==> src/rtl/ram_dma_rd_ctrl.sv <==
// DMA read controller: reads rd_len words, one byte per RAM access, from the
// external byte-wide RAM and pushes each assembled word into the downstream FIFO.
module ram_dma_rd_ctrl #(
  parameter int FIFO_DATA_WIDTH = 32,
  parameter int RAM_ADDR_WIDTH  = 16,
  parameter int RAM_DATA_WIDTH  = 8,
  parameter int BYTES_PER_BURST = 4,
  parameter int LEN_WIDTH       = 16
) (
  input  logic                       clk,
  input  logic                       reset_n,
  input  logic                       rd_start,
  input  logic [RAM_ADDR_WIDTH-1:0]  base_addr,
  input  logic [LEN_WIDTH-1:0]       rd_len,
  output logic                       rd_busy,
  output logic                       rd_done,
  output logic [RAM_ADDR_WIDTH-1:0]  ram_rd_addr_r,
  output logic                       CE_bar_r,
  output logic                       RW_bar_r,
  output logic                       OE_bar_r,
  input  logic                       BUSY_bar_r,
  input  logic [RAM_DATA_WIDTH-1:0]  ram_rd_data,
  output logic [FIFO_DATA_WIDTH-1:0] fifo_data_in,
  output logic                       fifo_push,
  input  logic                       fifo_full
);
  localparam int BCW = (BYTES_PER_BURST > 1) ? $clog2(BYTES_PER_BURST) : 1;

  typedef enum logic [2:0] {
    IDLE      = 3'd0,
    RD_START  = 3'd1,
    RD_ADDR   = 3'd2,
    RD_OE     = 3'd3,
    RD_SAMPLE = 3'd4,
    PUSH      = 3'd5,
    DONE      = 3'd6
  } state_t;

  state_t                     state, state_n;
  logic [RAM_ADDR_WIDTH-1:0]  base_q, pc;
  logic [LEN_WIDTH-1:0]       len_q, word_cntr;
  logic [BCW-1:0]             byte_cntr;
  logic [FIFO_DATA_WIDTH-1:0] word_q, word_n;
  logic                       last_byte, last_word, push_ok;

  assign last_byte = (byte_cntr == BCW'(BYTES_PER_BURST - 1));
  assign last_word = (word_cntr == len_q - 1'b1);
  assign push_ok   = (state == PUSH) && !fifo_full;
  // Push follows fifo_full in the same cycle so a full FIFO is never written.
  assign fifo_push = push_ok;
  assign RW_bar_r  = 1'b1;

  always_comb begin
    state_n = state;
    word_n  = word_q;
    case (state)
      IDLE:      if (rd_start) state_n = (rd_len == '0) ? DONE : RD_START;
      RD_START:  state_n = RD_ADDR;
      RD_ADDR:   state_n = RD_OE;
      RD_OE:     if (BUSY_bar_r) state_n = RD_SAMPLE;
      RD_SAMPLE: begin
        word_n[32'(byte_cntr)*RAM_DATA_WIDTH +: RAM_DATA_WIDTH] = ram_rd_data;
        state_n = last_byte ? PUSH : RD_START;
      end
      PUSH:      if (!fifo_full) state_n = last_word ? DONE : RD_START;
      DONE:      state_n = IDLE;
      default:   state_n = IDLE;
    endcase
  end

  // Strobes and address are registered from the next state so they switch
  // on the same edge as the state they belong to.
  always_ff @(posedge clk) begin
    if (!reset_n) begin
      state         <= IDLE;
      base_q        <= '0;
      len_q         <= '0;
      pc            <= '0;
      byte_cntr     <= '0;
      word_cntr     <= '0;
      word_q        <= '0;
      rd_busy       <= 1'b0;
      rd_done       <= 1'b0;
      CE_bar_r      <= 1'b1;
      OE_bar_r      <= 1'b1;
      ram_rd_addr_r <= '0;
      fifo_data_in  <= '0;
    end else begin
      state  <= state_n;
      word_q <= word_n;
      if (state == IDLE && rd_start) begin
        base_q    <= base_addr;
        len_q     <= rd_len;
        pc        <= '0;
        byte_cntr <= '0;
        word_cntr <= '0;
        word_q    <= '0;
      end
      if (state == RD_SAMPLE) begin
        pc        <= pc + 1'b1;
        byte_cntr <= last_byte ? '0 : byte_cntr + 1'b1;
      end
      if (push_ok) word_cntr <= word_cntr + 1'b1;
      rd_busy       <= (state_n != IDLE);
      rd_done       <= (state_n == DONE);
      CE_bar_r      <= !(state_n inside {RD_START, RD_ADDR, RD_OE, RD_SAMPLE});
      OE_bar_r      <= !(state_n inside {RD_OE, RD_SAMPLE});
      ram_rd_addr_r <= (state_n inside {RD_ADDR, RD_OE, RD_SAMPLE}) ? base_q + pc : '0;
      fifo_data_in  <= (state_n == PUSH) ? word_n : '0;
    end
  end
endmodule

==> config.mk <==
export PLATFORM = sky130hd
export DESIGN_NAME = ram_dma_rd_ctrl
export DESIGN_NICKNAME = d
export VERILOG_FILES = /design/src/rtl/ram_dma_rd_ctrl.sv
export SDC_FILE = /design/constraint.sdc
export NUM_CORES = 1
export LEC_CHECK = 0
export ABC_AREA = 1
export CORE_ASPECT_RATIO = 0.5
export CORE_MARGIN = 1.5
export CORE_UTILIZATION = 30
export DETAILED_ROUTE_END_ITERATION = 7
export GPL_TIMING_DRIVEN = 0
export PLACE_DENSITY_LB_ADDON = 0.15
export SLEW_MARGIN = 15
export SYNTH_ARGS = -nofsm -noshare
export SYNTH_HDL_FRONTEND = slang
export SYNTH_SLANG_ARGS = --single-unit
==> constraint.sdc <==
create_clock -name clk -period 4.89 [get_ports clk]
set_input_delay 0.7335 -clock clk [delete_from_list [all_inputs] [get_ports clk]]
set_output_delay 0.7335 -clock clk [all_outputs]
set_load 0.01 [all_outputs]
==> impl_metrics.json, run 1 <==
{
  "final_nets": 1136,
  "cts.sinks": 153,
  "tightest_slew_ns": 0.771,
  "grt_max_degree": 17,
  "min_period_ns": 2.92,
  "crit_arrival_ns": 2.19,
  "synth_fp_nets": 1021,
  "cpPeakStageDelay_ns": 0.62,
  "wl_mm": 19.0,
  "setup_viol": 0,
  "hold_class": "flip-flop to flip-flop",
  "endpoint": "fifo_push",
  "clk_latency_ns": 0.43,
  "synth.distinct_cells": 47,
  "finalSetupTns_ns": 0,
  "avgSynthCellArea_um2": 7.37,
  "io_pins": 99,
  "die_w_um": 219,
  "synth-edff-count": 0,
  "synth_cells": 951,
  "fp-row-count": 39,
  "final_min_period_over_clock_period_pct": 59.7,
  "cap_violations": 0,
  "post_synth_fa_ha_maj_area_fraction_pct": 4.57,
  "h-tree-depth": 4,
  "rsz0062_at_grt": "false",
  "die_h_um": 111,
  "run_status": "finished, final reports clean",
  "cts_hold_buf": 0,
  "path_cells": "clkdlybuf4s50_1 > nor2_2 > clkdlybuf4s50_1",
  "ant_nets": 0,
  "end_kind": "output pin",
  "vias": 6471,
  "post-dp-hpwl_mm": 14.6,
  "peakVddDrop_uv": 205,
  "dieArea_mm2": 0.0243,
  "power_per_cell_area_mw_per_mm2": 345,
  "worstPathRequired_ns": 4.16,
  "critPathKind": "input pin to output pin",
  "synth_mux_area_share_pct": 0,
  "synth-seq-area-share_pct": 43.7,
  "antenna_found_initial": 0,
  "hold_violations": 0,
  "synthXorXnorAreaFrac_pct": 3.00,
  "cts_resized": 0,
  "synth_compound_gate_area_share_pct": 12.9,
  "initial_core_util_pct": 30.6,
  "grt_pass1_wl_mm": 30.9,
  "path_clk_slew_ns": 0.05,
  "cts_buffers": 17,
  "final_common_cell": "nand2_1",
  "grt_overflow_total": 0,
  "rr_worst_depth": 8,
  "slowest_stage": "clkdlybuf4s50_1",
  "r2r_end": "fifo_data_in[6]",
  "crit_path_frequent_cell": "clkdlybuf4s50_1",
  "ys_seq_elements": 153,
  "grt_usage_pct": 16.4,
  "avgViaCountPerCell": 4.67,
  "n_antenna_cell": 0,
  "cts_tree": "done",
  "holdWs_ns": 0.471,
  "io_buffers": 96,
  "crit_fanout": 10,
  "synth_top_family_by_area": "simple AND/OR/NAND/NOR gates",
  "core-area_mm2": 0.0229,
  "drt_iter0_markers": 356,
  "drc": 0,
  "fmax_mhz": 342,
  "synth-simple-area-share_pct": 29.0,
  "yosys_warnings": 0,
  "slew_headroom_pct": 48.4,
  "drv_slew": 0,
  "total_power_mw": 3.09,
  "drive_above_1_share_pct": 7.14,
  "post_cts_buffers": 0,
  "cp-start-kind": "input pin",
  "syn2layout_area_growth_pct": 27.8,
  "r2r_start": "byte_cntr[0]",
  "rrSetupSlack_ns": 2.14,
  "synth-async-reset-ratio_pct": 0,
  "cts_root_buffer": "clkbuf_16",
  "cts_buffer_depth": 2,
  "grt_pass1_vias": 6221,
  "wl_per_cell_um": 13.7,
  "clock_skew_ns": 0.0103,
  "first_pass_iters": 5,
  "fillCellCount": 2367,
  "final_cell_mix": "226 x nand2_1, 153 x dfxtp_1, 116 x nor2_1",
  "gp_congestion": 0.849,
  "startpoint": "fifo_full",
  "ys.flop_type": "dfxtp_1",
  "cellLeakagePower_nw": 3.54,
  "syn_area_mm2": 0.00701
}
[cell usage after synthesis (7+ instances only)]
cell type,instances,area [um2]
xor2_1,16,140
nor3_1,18,90.1
dfxtp_1,153,3060
nor2_1,116,435
nand3_1,43,215
nand4_1,7,43.8
nand2_1,226,848
nor4_1,11,68.8
inv_1,85,319
clkbuf_1,22,82.6
nand3b_1,7,52.6
a211oi_1,9,67.6
nor2_2,26,163
o21ai_0,40,200
ha_1,24,300
a21oi_1,86,430
xnor2_1,8,70.1
[registers in the layout, summed over array words and instances (netlist names)]
signal         cells
fifo_data_in      32
state              3
ram_rd_addr_r     16
CE_bar_r           1
base_q            16
rd_busy            1
word_q            32
rd_done            1
byte_cntr          2
pc                16
OE_bar_r           1
word_cntr         16
len_q             16
[metrics by stage]
stage / instance area, um2 / setup slack [ns] / util [%] / cells
after floorplan: 7010 / 2.70 / - / 951
after global placement: 8350 / 1.79 / 36.5 / 1354
after detailed placement: 8350 / 1.83 / 36.5 / 1354
after CTS: 8960 / 1.94 / 39.2 / 1386
after global routing: 8960 / 1.83 / 39.2 / 1386
final: 8960 / 1.97 / 39.2 / 1386
[cells by family (layout without fill, tap and decap cells)]
family          after synthesis  after routing
flops                       153            153
xor+xnor                     24             24
fa+ha+maj                    25             25
other cells                   1              1
simple gates                469            469
buf+inv                     118            246
compound gates              161            161
[how the worst min path moves through the flow]
stage / cells past startpoint / end / slack, ns / start
final: 2 / base_q[0] / 0.47 / base_q[0]
after detailed placement: 2 / base_q[0] / 0.47 / base_q[0]
after global routing: 2 / base_q[12] / 0.50 / base_q[12]
after global placement: 2 / base_q[7] / 0.46 / base_q[7]
after CTS: 2 / base_q[0] / 0.47 / base_q[0]
after floorplan: 2 / word_q[13] / 0.44 / word_q[13]
[worst max-delay path: cells and delay by family]
family	cells	cell delay, ns
and+or+nand+nor	1	0.37
buffers and inverters	2	1.08
[cell type report]
type | instances | area (um2) | area share, %
multi-input combinational | 680 | 3470 | 38.7
sequential | 153 | 3060 | 34.2
timing repair buffer | 96 | 961 | 10.7
clock buffer | 19 | 443 | 4.94
tap | 307 | 384 | 4.29
inverter | 89 | 335 | 3.74
clock inverter | 13 | 164 | 1.83
buffer | 29 | 139 | 1.55
[where the power goes]
group          switching, mW  internal, mW
clock network          0.543         0.821
logic                  0.263         0.153
registers             0.0293          1.28
total                  0.835          2.26
[metal layers]
| metal | part of all wire, % | wire length [um] | up-vias | GRT usage, % |
|---|---|---|---|---|
| li1 | - | - | 3344 | - |
| met1 | 52 | 9820 | 2961 | 22.5 |
| met2 | 42 | 7950 | 137 | 24.5 |
| met3 | 4.8 | 918 | 29 | 4.55 |
| met4 | 1.9 | 357 | 0 | 5.57 |
| met5 | 0 | 0 | - | 0 |
Note: power is estimated with default switching activity, not from simulation.
==> run 2: changes to the inputs <==
==> constraint.sdc (replaced) <==
create_clock -name clk -period 2.7 [get_ports clk]
set_input_delay 0.405 -clock clk [delete_from_list [all_inputs] [get_ports clk]]
set_output_delay 0.405 -clock clk [all_outputs]
set_load 0.01 [all_outputs]
==> run 2 against run 1 <==
Core utilization grew 0.13 points. Sequential share of layout area shrank 0.068 points. Global-route usage is the same. Critical path depth grew 12. Sequential power grew 82%. Clock-buffer cell count is the same. Cell count is the same. Combinational power grew 82%. Largest cell class unchanged. Largest power group unchanged.
==> impl_metrics.json, run 2 (same netlist as run 1, synthesis figures left out) <==
{
  "grt_max_degree": 17,
  "die_h_um": 111,
  "crit_path_frequent_cell": "nand2_1",
  "h-tree-depth": 4,
  "gp_congestion": 0.849,
  "dpl_cell_area_mm2": 0.00835,
  "rrSetupSlack_ns": 0.28,
  "min_period_ns": 2.42,
  "io_pins": 99,
  "slew_headroom_pct": 50.6,
  "grt_overflow_total": 0,
  "cap_violations": 0,
  "crit_fanout": 10,
  "final_nets": 1136,
  "multi_input_area_mm2": 0.00349,
  "setup_viol": 0,
  "avgViaCountPerCell": 4.66,
  "wl_per_cell_um": 13.8,
  "slowest_stage": "dfxtp_1",
  "worstPathRequired_ns": 3.02,
  "largestRegisters": "fifo_data_in (32), word_q (32)",
  "path_cells": "clkinvlp_4 > ha_2 > nand2_1 > o21ai_0 > nand2_1 > inv_1 > nor2_1 > nand2_1 > nor2_1 > nand3_1 > nand2_1 > nand3_2 > nand2_4 > buf_6 > nor2_2",
  "drv_slew": 0,
  "post-dp-hpwl_mm": 14.6,
  "critPathKind": "flip-flop to flip-flop",
  "post-route-util_pct": 39.3,
  "vias": 6462,
  "drive_above_1_share_pct": 7.88,
  "initial_core_util_pct": 30.6,
  "cellLeakagePower_nw": 3.54,
  "path_delay_family": "simple AND/OR/NAND/NOR gates",
  "worst_slack_ns": 0.280,
  "r2r_start": "len_q[0]",
  "die_w_um": 219,
  "core-area_mm2": 0.0229,
  "cpPeakStageDelay_ns": 0.37,
  "hold_violations": 0,
  "final_cell_mix": "226 x nand2_1, 152 x dfxtp_1, 115 x nor2_1",
  "r2r_end": "fifo_data_in[1]",
  "regArea_mm2": 0.00307,
  "grt_pass1_vias": 6221,
  "first_pass_iters": 5,
  "wl_mm": 19.1,
  "cts_root_buffer": "clkbuf_16",
  "cts.sinks": 153,
  "fmax_mhz": 413,
  "peakVddDrop_uv": 371,
  "dieArea_mm2": 0.0243,
  "grt_pass1_wl_mm": 30.9,
  "io_buffers": 96,
  "fillCellCount": 2368,
  "power_per_cell_area_mw_per_mm2": 624,
  "final_common_cell": "nand2_1",
  "rr_worst_depth": 15,
  "cts_buffers": 17,
  "grt_usage_pct": 16.4,
  "cts_buffer_depth": 2,
  "total_power_mw": 5.61,
  "hold_depth": 3,
  "drt_iter0_markers": 351,
  "n_antenna_cell": 0,
  "drc": 0,
  "final_min_period_over_clock_period_pct": 89.6,
  "crit_arrival_ns": 2.74,
  "cts_tree": "done",
  "run_status": "finished, final reports clean",
  "final_area_mm2": 0.00899,
  "clock_skew_ns": 0.0115,
  "clk_latency_ns": 0.43,
  "tightest_slew_ns": 0.738,
  "antenna_found_initial": 0,
  "ant_nets": 0,
  "holdWs_ns": 0.303,
  "dpl_worst_slack_ns": -0.0293,
  "cp_num_buf_inv": 3,
  "fp-row-count": 39,
  "rsz0062_at_grt": "false",
  "end_kind": "flip-flop",
  "hold_path_end": "state[0]",
  "cp-start-kind": "flip-flop",
  "path_clk_slew_ns": 0.07,
  "cts_hold_buf": 0,
  "worstHoldStart": "reset_n",
  "syn2layout_area_growth_pct": 28.3,
  "hold_class": "input pin to flip-flop"
}
==> run 2: cell count changes in the layout (fill, tap and decap cells not counted), sizes merged <==
| cell | delta |
|---|---|
| clkinvlp | +2 |
| clkinv | -2 |
==> run 2: through the flow <==
stage | cells | setup TNS (ns)
2_1_floorplan | 951 | 0
3_3_place_gp | 1354 | -1.16
3_5_place_dp | 1354 | -0.396
4_1_cts | 1386 | -0.0513
5_1_grt | 1386 | 0
6_report | 1386 | 0
==> run 2: how the worst max path moves through the flow <==
stage | start | to | slack [ns] | depth (start not counted)
6_report | len_q[0] | fifo_data_in[1] | 0.28 | 15
5_1_grt | len_q[0] | fifo_data_in[5] | 0.04 | 15
4_1_cts | byte_cntr[0] | fifo_data_in[7] | -0.02 | 8
3_5_place_dp | rd_len[11] | fifo_data_in[24] | -0.03 | 12
3_3_place_gp | rd_len[11] | fifo_data_in[1] | -0.07 | 12
2_1_floorplan | byte_cntr[0] | fifo_data_in[1] | 0.51 | 8
==> run 2: area by class of cell <==
cell class / count / share of cell area (%)
clock buffers: 19 / 4.93
inverters: 89 / 3.81
plain buffers: 29 / 1.57
multi-input cells: 680 / 38.8
repair buffers: 96 / 10.7
flip-flops and latches: 153 / 34.1
well taps: 307 / 4.27
clock inverters: 13 / 1.82
==> run 2: power by group <==
part           internal (mW)  total [mW]  leakage [nW]  switching (mW)
registers               2.32        2.38          1.24          0.0543
logic                  0.279       0.757          2.00           0.478
clock network           1.49        2.48         0.300           0.990
total                   4.09        5.61          3.54            1.52
==> run 2: what timing repair did <==
item | CTS | global route
setup endpoints to repair | 4 | 56
gates resized for setup | 0 | 14
setup buffers | 0 | 0
==> run 2: per-layer routing <==
| metal | track usage, % | wire length (um) | part of all wire (%) |
|---|---|---|---|
| met4 | 5.57 | 365 | 1.9 |
| met1 | 22.5 | 9790 | 51 |
| met3 | 4.55 | 1030 | 5.4 |
| met5 | 0 | 0 | 0 |
| met2 | 24.5 | 7940 | 42 |
==> run 2: worst register-to-register path, stage by stage, from the launching register on <==
cell,delay [ns]
dfxtp_1,0.37
clkinvlp_4,0.18
ha_2,0.26
nand2_1,0.15
o21ai_0,0.11
nand2_1,0.10
inv_1,0.05
nor2_1,0.10
nand2_1,0.06
nor2_1,0.17
nand3_1,0.13
nand2_1,0.09
nand3_2,0.12
nand2_4,0.17
buf_6,0.18
nor2_2,0.05
